===== src/rtl/hqm_jg_clk_mon.sv =====
// Clock monitor: measures half-periods of a sampled clock against an expected value,
// locks after a run of matches, then flags mismatches and stalls with sticky bits.
`timescale 1ns/1ps
module hqm_jg_clk_mon #(
  parameter int WIDTH      = 4,
  parameter int LOCK_EDGES = 4
) (
  input  logic             reference_clk,
  input  logic             reference_rst_n,
  input  logic             enable,
  input  logic             clk_obs,
  input  logic [WIDTH-1:0] exp_freq,
  output logic             locked,
  output logic             err,
  output logic             err_stall,
  output logic [WIDTH:0]   half_period
);

  typedef enum logic [1:0] {
    IDLE   = 2'd0,
    ACQ    = 2'd1,
    LOCKED = 2'd2,
    ERR    = 2'd3
  } state_t;

  localparam logic [4:0]       LOCK_TGT = 5'(LOCK_EDGES);
  localparam logic [WIDTH+1:0] RUN_ONE  = {{(WIDTH+1){1'b0}}, 1'b1};

  state_t           r_state;
  logic             r_clk_obs_f;
  logic             r_first;
  logic             r_locked;
  logic             r_err;
  logic             r_err_stall;
  logic [WIDTH+1:0] r_run;
  logic [3:0]       r_match_cnt;
  logic [WIDTH:0]   r_half_period;

  logic             w_edge;
  logic [WIDTH:0]   w_exp_eff;
  logic [WIDTH+1:0] w_stall_lim;
  logic             w_meas_ok;
  logic [WIDTH:0]   w_meas_sat;
  logic             w_run_max;
  logic [4:0]       w_match_inc;

  // A zero expected value encodes the full 2^WIDTH half-period.
  assign w_exp_eff   = (exp_freq == '0) ? {1'b1, {WIDTH{1'b0}}} : {1'b0, exp_freq};
  assign w_stall_lim = {w_exp_eff, 1'b0};
  assign w_edge      = (clk_obs != r_clk_obs_f) && (r_state != IDLE);
  assign w_meas_ok   = (r_run == {1'b0, w_exp_eff});
  assign w_meas_sat  = r_run[WIDTH+1] ? {(WIDTH+1){1'b1}} : r_run[WIDTH:0];
  assign w_run_max   = &r_run;
  assign w_match_inc = {1'b0, r_match_cnt} + 5'd1;

  always_ff @(posedge reference_clk or negedge reference_rst_n) begin
    if (!reference_rst_n) begin
      r_state       <= IDLE;
      r_clk_obs_f   <= 1'b0;
      r_first       <= 1'b0;
      r_locked      <= 1'b0;
      r_err         <= 1'b0;
      r_err_stall   <= 1'b0;
      r_run         <= '0;
      r_match_cnt   <= '0;
      r_half_period <= '0;
    end else begin
      r_clk_obs_f <= clk_obs;
      if (r_state == IDLE) begin
        r_run         <= '0;
        r_match_cnt   <= '0;
        r_half_period <= '0;
        r_locked      <= 1'b0;
        if (enable) begin
          r_state <= ACQ;
          r_first <= 1'b1;
        end
      end else begin
        // Measurement path runs in every active state, including ERR.
        if (w_edge) begin
          r_run         <= RUN_ONE;
          r_half_period <= w_meas_sat;
        end else if (!w_run_max) begin
          r_run <= r_run + RUN_ONE;
        end

        if (!enable) begin
          r_state  <= IDLE;
          r_locked <= 1'b0;
        end else begin
          case (r_state)
            ACQ: begin
              if (w_edge) begin
                if (r_first) begin
                  r_first <= 1'b0;
                end else if (w_meas_ok) begin
                  r_match_cnt <= w_match_inc[3:0];
                  if (w_match_inc == LOCK_TGT) begin
                    r_state  <= LOCKED;
                    r_locked <= 1'b1;
                  end
                end else begin
                  r_match_cnt <= '0;
                end
              end
            end
            LOCKED: begin
              // An edge outranks a simultaneous stall.
              if (w_edge) begin
                if (!w_meas_ok) begin
                  r_err    <= 1'b1;
                  r_state  <= ERR;
                  r_locked <= 1'b0;
                end
              end else if (r_run == w_stall_lim) begin
                r_err_stall <= 1'b1;
                r_state     <= ERR;
                r_locked    <= 1'b0;
              end
            end
            default: ;
          endcase
        end
      end
    end
  end

  assign locked      = r_locked;
  assign err         = r_err;
  assign err_stall   = r_err_stall;
  assign half_period = r_half_period;

endmodule


===== config.mk =====
export PLATFORM = sky130hd
export DESIGN_NAME = hqm_jg_clk_mon
export DESIGN_NICKNAME = d
export VERILOG_FILES = /design/src/rtl/hqm_jg_clk_mon.sv
export SDC_FILE = /design/constraint.sdc
export NUM_CORES = 1
export LEC_CHECK = 0
export CORE_ASPECT_RATIO = 0.5
export CORE_MARGIN = 4
export CORE_UTILIZATION = 32
export DETAILED_ROUTE_END_ITERATION = 7
export GPL_TIMING_DRIVEN = 0
export PLACE_DENSITY = 0.54
export SYNTH_ARGS = -nofsm -noshare
export SYNTH_HDL_FRONTEND = slang
export SYNTH_SLANG_ARGS = --single-unit
export TNS_END_PERCENT = 100

===== constraint.sdc =====
create_clock -name reference_clk -period 1.9 [get_ports reference_clk]
set_input_delay 0.19 -clock reference_clk [delete_from_list [all_inputs] [get_ports reference_clk]]
set_output_delay 0.19 -clock reference_clk [all_outputs]
set_load 0.05 [all_outputs]

# [Yosys cells after proc, flatten, opt, wreduce, memory -nomap -nowiden]
# Cells that the tools add are included.
[totals] ff_bits=22 latch_bits=0 ram_bits=0 mem_bits_ro=0 input_bits=8 out_inout_bits=8 memories=0
[op_classes] addsub=2 mul=0 n_div=0 magnitude_cmp=0 eq_ne=16 n_shift=0 muxes=39 bitwise_logic=3 reduce_logical=14
[op_table] operator="2-to-1 mux 4 bit" count=6
[op_table] operator="2-to-1 mux 2 bit" count=10
[op_table] operator="2-to-1 mux 5 bit" count=4
[op_table] operator="2-to-1 mux 6 bit" count=3
[op_table] operator="!= test 4 bit (second input constant)" count=4
[op_table] operator="2-to-1 mux 1 bit" count=14
[op_table] operator="!= test 5 bit (second input constant)" count=2
[op_table] operator="AND reduction 5 bit" count=2
[op_table] operator="AND reduction 8 bit" count=1
[op_table] operator="nonzero test 2 bit" count=4
[op_table] operator="AND reduction 7 bit" count=1
[op_table] operator="adder 6 x 1 -> 6 bit (second input constant)" count=1
[op_table] operator="== test 6 x 5 -> 1 bit" count=1
[op_table] operator="== test 6 bit" count=1
[op_table] operator="AND reduction 6 bit" count=1
[op_table] operator="adder 4 x 1 -> 5 bit (second input constant)" count=1
[op_table] operator="== test 5 x 3 -> 1 bit (second input constant)" count=1
[op_table] operator="zero test 4 bit" count=1
[op_table] operator="!= test 4 x 1 -> 1 bit (second input constant)" count=1
[op_table] operator="case mux 2 bit (2 select lines)" count=1
[op_table] operator="AND reduction 4 bit" count=1
[op_table] operator="!= test 3 x 2 -> 1 bit (second input constant)" count=1
[op_table] operator="inverter 1 bit" count=3
[op_table] operator="AND reduction 3 bit" count=1
[op_table] operator="other kinds (8)" count=8

# [Longest topological paths before layout]
[depth] word_depth=9 mapped_depth=9 depth_no_buf=8

# [Least setup slack after synthesis]
# OpenSTA, ideal clock, no wires.
[synth_timing] path_type="register to register" from="register r_state[0]" to="register r_locked, in the netlist locked" setup_ps=125 t_arrival_ps=1889 path_slack_ps=-115 stages_incl_launch_ff=10 path_buffers=1 cell_sequence="dfrtp_1 inv_1 ha_1 clkbuf_2 nand2b_1 nor3_1 a41oi_1 o21bai_2 nand2_2 mux2_4"
[synth_between] elab_chain_cells=6
[synth_lines] item="start, declared" line_no="29" rtl="state_t r_state;"
[synth_lines] item="start signal, assigned" line_no="58" rtl="r_state <= IDLE;"
[synth_lines] item="start signal, assigned" line_no="75" rtl="r_state <= ACQ;"
[synth_lines] item="start signal, assigned" line_no="88" rtl="r_state <= IDLE;"
[synth_lines] item="nonzero test 2 bit" line_no="50" rtl="assign w_edge = (clk_obs != r_clk_obs_f) && (r_state != IDLE);"
[synth_lines] item="logical AND 1 bit" line_no="50"
[synth_lines] item="2-to-1 mux 1 bit" line_no="109" rtl="if (w_edge) begin"
[synth_lines] item="case mux 1 bit (2 select lines)" line_no="91" rtl="case (r_state)"
[synth_lines] item="2-to-1 mux 1 bit" line_no="87" rtl="if (!enable) begin"
[synth_lines] item="2-to-1 mux 1 bit" line_no="69" rtl="if (r_state == IDLE) begin"
[synth_lines] item="end signal, assigned" line_no="73" rtl="r_locked <= 1'b0;"
[synth_lines] item="end signal, assigned" line_no="89" rtl="r_locked <= 1'b0;"
[synth_lines] item="end signal, assigned" line_no="113" rtl="r_locked <= 1'b0;"
[synth_lines] item="end, declared" line_no="32" rtl="logic r_locked;"
# Several ways; a longest one is shown, not always the timed one.
# A chain may end at the register's enable or synchronous reset.

# [Final worst setup path]
[layout_timing] from="register r_run[3]" to="register r_match_cnt[2]"
[layout_between] elab_chain_cells=7
[layout_lines] item="start, declared" line_no="35" rtl="logic [WIDTH+1:0] r_run;"
[layout_lines] item="start signal, assigned" line_no="84" rtl="r_run <= r_run + RUN_ONE;"
[layout_lines] item="== test 6 x 5 -> 1 bit" line_no="51" rtl="assign w_meas_ok = (r_run == {1'b0, w_exp_eff});"
[layout_lines] item="2-to-1 mux 4 bit" line_no="96" rtl="end else if (w_meas_ok) begin"
[layout_lines] item="2-to-1 mux 4 bit" line_no="94" rtl="if (r_first) begin"
[layout_lines] item="2-to-1 mux 4 bit" line_no="93" rtl="if (w_edge) begin"
[layout_lines] item="2-to-1 mux 4 bit" line_no="91"
[layout_lines] item="2-to-1 mux 4 bit" line_no="87"
[layout_lines] item="2-to-1 mux 4 bit" line_no="69"
[layout_lines] item="end signal, assigned" line_no="97" rtl="r_match_cnt <= w_match_inc[3:0];"
[layout_lines] item="end, declared" line_no="36" rtl="logic [3:0] r_match_cnt;"
# Every way passes these cells. The select of a mux whose other input is x is not followed.

==> impl_table.tex <==
\begin{tabular}{lr}
\hline
Metric & Value \\
\hline
\multicolumn{2}{l}{\textbf{Floorplan}} \\
\quad Die extent in x & 98.92 um \\
\quad Number of I/O pins & 16 \\
\quad Area enclosed by the die boundary & 5288 um\^{}2 \\
\quad Die outline height & 53.46 um \\
\quad Placeable core region & 3944 um\^{}2 \\
\quad Initial Util & 33.53\% \\
\quad Number of cell rows & 16 \\
\multicolumn{2}{l}{\textbf{Clocking}} \\
\quad Clock root buffer & clkbuf\_8 \\
\quad Clock tree from TritonCTS & yes \\
\quad CTS sink count & 22 \\
\quad Deepest level of the CTS H-tree & 1 \\
\quad Inserted Clock Buffers & 3 \\
\quad Maximum clock insertion buffer count & 2 \\
\quad Clock network latency to the later pin of the worst-skew pair & 0.26 ns \\
\quad Clock-pin transition on the worst setup and hold timing paths & 0.08 ns \\
\multicolumn{2}{l}{\textbf{Timing}} \\
\quad Worst hold margin & 0.3834 ns \\
\quad RSZ-0062 raised after global routing & true \\
\quad Final max-slew violation count & 0 \\
\quad Worst clock skew & 0.006640 ns \\
\quad Minimum clock period & 1.831 ns \\
\quad Max frequency & 546.1 MHz \\
\quad Final Worst Setup Slack & 0.06870 ns \\
\quad Final setup viols & 0 \\
\quad Fraction of the cycle the final worst path needs & 96.38\% \\
\quad Transition at the pin with the smallest max-transition slack & 1.038 ns \\
\quad Final number of hold-violating endpoints & 0 \\
\quad Worst max-slew margin expressed relative to the limit & 30.60\% \\
\multicolumn{2}{l}{\textbf{Worst setup path}} \\
\quad Critical path start-end classification & flip-flop to flip-flop \\
\quad Data arrival, critical path & 2.04 ns \\
\quad Max FO, Critical Path & 6 \\
\quad Crit path capture type & flip-flop \\
\quad Worst Setup Start Kind & flip-flop \\
\quad Data required time at the worst endpoint & 2.11 ns \\
\multicolumn{2}{l}{\textbf{Drt}} \\
\quad Initial DRT Pass Iterations & 4 \\
\quad Remaining number of nets flagged by the antenna check after routing & 0 \\
\quad Total via count after detailed routing & 1033 \\
\quad DRC violation count after routing & 0 \\
\quad Detailed-route wire length & 2.862 mm \\
\quad Routed WL per cell & 13.37 um \\
\quad Via count normalized by instance count & 4.827 \\
\quad DRC violation total after the first TritonRoute iteration & 29 \\
\multicolumn{2}{l}{\textbf{Min path}} \\
\quad Type of the tightest min-delay check & primary input to flip-flop \\
\multicolumn{2}{l}{\textbf{Global route}} \\
\quad Maximum number of pins on one net before global-route repair & 23 \\
\quad First-pass GRT wire length & 4.885 mm \\
\quad Via count of the first global-routing pass & 983 \\
\quad Initial antenna violation count & 0 \\
\quad GRT overflow & 0 \\
\quad Overall track demand over capacity in global routing & 11.94\% \\
\multicolumn{2}{l}{\textbf{Pwr}} \\
\quad PwrDens & 1291 nW/um\^{}2 \\
\quad P\_leak & 0.7792 nW \\
\quad Internal Pwr Total & 1.325 mW \\
\quad Fraction of power spent switching nets & 42.82\% \\
\quad Worst IR Drop VDD & 433.4 uV \\
\quad Gate power share & 57.3\% \\
\quad Proportion of power drawn by the clock network & 12.6\% \\
\quad Net switching power figure & 991.9 uW \\
\quad Total power after layout & 2.317 mW \\
\quad Sequential Power Share & 30.1\% \\
\multicolumn{2}{l}{\textbf{Placement}} \\
\quad Placed cells & 201 \\
\quad Final HPWL from detailed placement & 1.981 mm \\
\quad Global placement routability congestion & 0.7787 \\
\quad Dpl ws & -0.4437 ns \\
\quad Number of port buffers & 14 \\
\multicolumn{2}{l}{\textbf{Synthesis}} \\
\quad Ys async rst share & 100.0\% \\
\quad Cell count after synthesis & 133 \\
\quad Syn\_nets & 146 \\
\quad Area of the mapped netlist & 1323 um\^{}2 \\
\quad Post-synth EDFFs & 0 \\
\quad Post-synthesis average cell area & 9.944 um\^{}2 \\
\quad Number of register bits inferred by synthesis & 22 \\
\quad Number of distinct library cells after synthesis & 45 \\
\quad Ys Warns & 0 \\
\quad Share of synthesized area occupied by flip-flops and latches & 41.63\% \\
\quad Main flop type after synthesis & dfrtp\_1 \\
\multicolumn{2}{l}{\textbf{Cells and area}} \\
\quad Diodes inserted & 0 \\
\quad Fraction of final layout cells sized beyond drive strength 1 & 30.00\% \\
\quad Area growth from synthesis to final layout & 35.67\% \\
\quad Post-layout nets & 175 \\
\quad Number of standard cells in the final layout excluding fillers & 214 \\
\multicolumn{2}{l}{\textbf{Status}} \\
\quad Result of the run & complete, no violations \\
\multicolumn{2}{l}{\textbf{Run}} \\
\quad Max-cap violations & 0 \\
\hline
\end{tabular}
[flip-flops by register name, summed over array words and instances, names as in the netlist]
| name | flops |
|---|---|
| locked | 1 |
| r_match_cnt | 4 |
| r_first | 1 |
| half_period | 5 |
| r_run | 6 |
| err_stall | 1 |
| r_clk_obs_f | 1 |
| err | 1 |
| r_state | 2 |
[path summary, 6_finish.rpt]
| path | start | endpoint | slack, ns | cells past startpoint |
|---|---|---|---|---|
| max in group asynchronous | reference_rst_n | r_run[0] | 0.71 | 1 |
| setup reg to reg | r_run[3] | r_match_cnt[2] | 0.07 | 7 |
| hold / removal | clk_obs | r_clk_obs_f | 0.38 | 1 |
| hold reg to reg | err | err | 0.47 | 1 |
| setup / recovery | r_run[3] | r_match_cnt[2] | 0.07 | 7 |
| min in group asynchronous | reference_rst_n | r_state[0] | 0.49 | 1 |
[cell usage in the layout (no fill, tap or decap), drive strengths merged, types with 2 or more instances in the layout]
cell and instances:
ha 5, nand2b 3, and3 2, clkdlybuf4s50 9
clkbuf 4, o21ai 6, a311oi 2, inv 7
a21o 2, a21oi 2, dlygate4sd2 4, a31oi 4
nor3b 2, dfrtp 22, xnor2 4, nor2 14
buf 17, xor2 11, nand3 5, nand2 5
nor3 14
[through the flow]
stage / TNS (ns) / cell area (um^2) / utilization (%)
finish: 0 / 1794 / 45.49
global route: -0.03644 / 1794 / 45.49
detailed placement: -2.297 / 1543 / 39.12
CTS: 0 / 1705 / 43.24
floorplan: 0 / 1335 / -
global placement: -2.182 / 1543 / 39.12
[synthesized netlist by cell type, types with 2 or more instances]
master / number / share of area [%]
a21oi_1: 2 / 0.76
a31oi_1: 4 / 1.9
and3_1: 2 / 0.95
buf_6: 2 / 1.7
clkbuf_1: 4 / 1.1
dfrtp_1: 22 / 42
ha_1: 5 / 4.7
inv_1: 7 / 2.0
nand2_1: 4 / 1.1
nand2b_1: 3 / 1.4
nand3_1: 4 / 1.5
nor2_1: 14 / 4.0
nor3_1: 13 / 4.9
o21ai_0: 2 / 0.76
o21ai_1: 4 / 1.5
xnor2_1: 3 / 2.0
xor2_1: 10 / 6.6
[kinds of logic (layout without fill, tap and decap cells)]
logic type / Yosys count / count (layout) / share of synthesized area [%]
compound gates: 26 / 26 / 14.95
xor+xnor: 15 / 15 / 11.07
flops: 22 / 22 / 41.63
simple gates: 48 / 48 / 20.15
fa+ha+maj: 5 / 5 / 4.730
buf+inv: 15 / 42 / 5.581
mux: 2 / 2 / 1.892
[power groups by stage]
stage | clock network (mW) | registers (mW) | logic [mW]
floorplan | 0 | 0.851 | 0.616
global placement | 0 | 0.656 | 1.09
detailed placement | 0 | 0.660 | 1.09
CTS | 0.304 | 0.690 | 1.22
global route | 0.321 | 0.716 | 1.43
finish | 0.292 | 0.698 | 1.33
[final cells by class]
class / count / area [um^2]
buffer: 4 / 31.28
sequential: 22 / 551.8
clock buffer: 3 / 41.29
timing repair buffer: 28 / 246.5
fill: 373 / 2150
tap: 54 / 67.56
inverter: 7 / 26.28
multi-input combinational: 96 / 829.5
[metal layers]
layer | track usage, % | vias up | part of all wire, %
met4 | 2.721 | 0 | 0.63
met3 | 3.158 | 2 | 2.1
li1 | - | 520 | -
met2 | 19.78 | 11 | 47
met1 | 15.71 | 500 | 51
met5 | 0 | - | 0
[timing repair]
action,in CTS,in global routing
hold buffers,0,0
setup endpoints to repair,7,4
setup buffers,7,7
pin swaps,9,10
resized for setup,18,12
endpoints found under the hold margin,0,0
[critical path, stage by stage, from the launching register on]
cell,delay [ns]
dfrtp_1,0.38
buf_6,0.13
xor2_2,0.18
nor3_4,0.20
nand3_2,0.09
or4_4,0.53
nor3b_2,0.17
a21o_1,0.09
(Power assumes the default switching activity.)
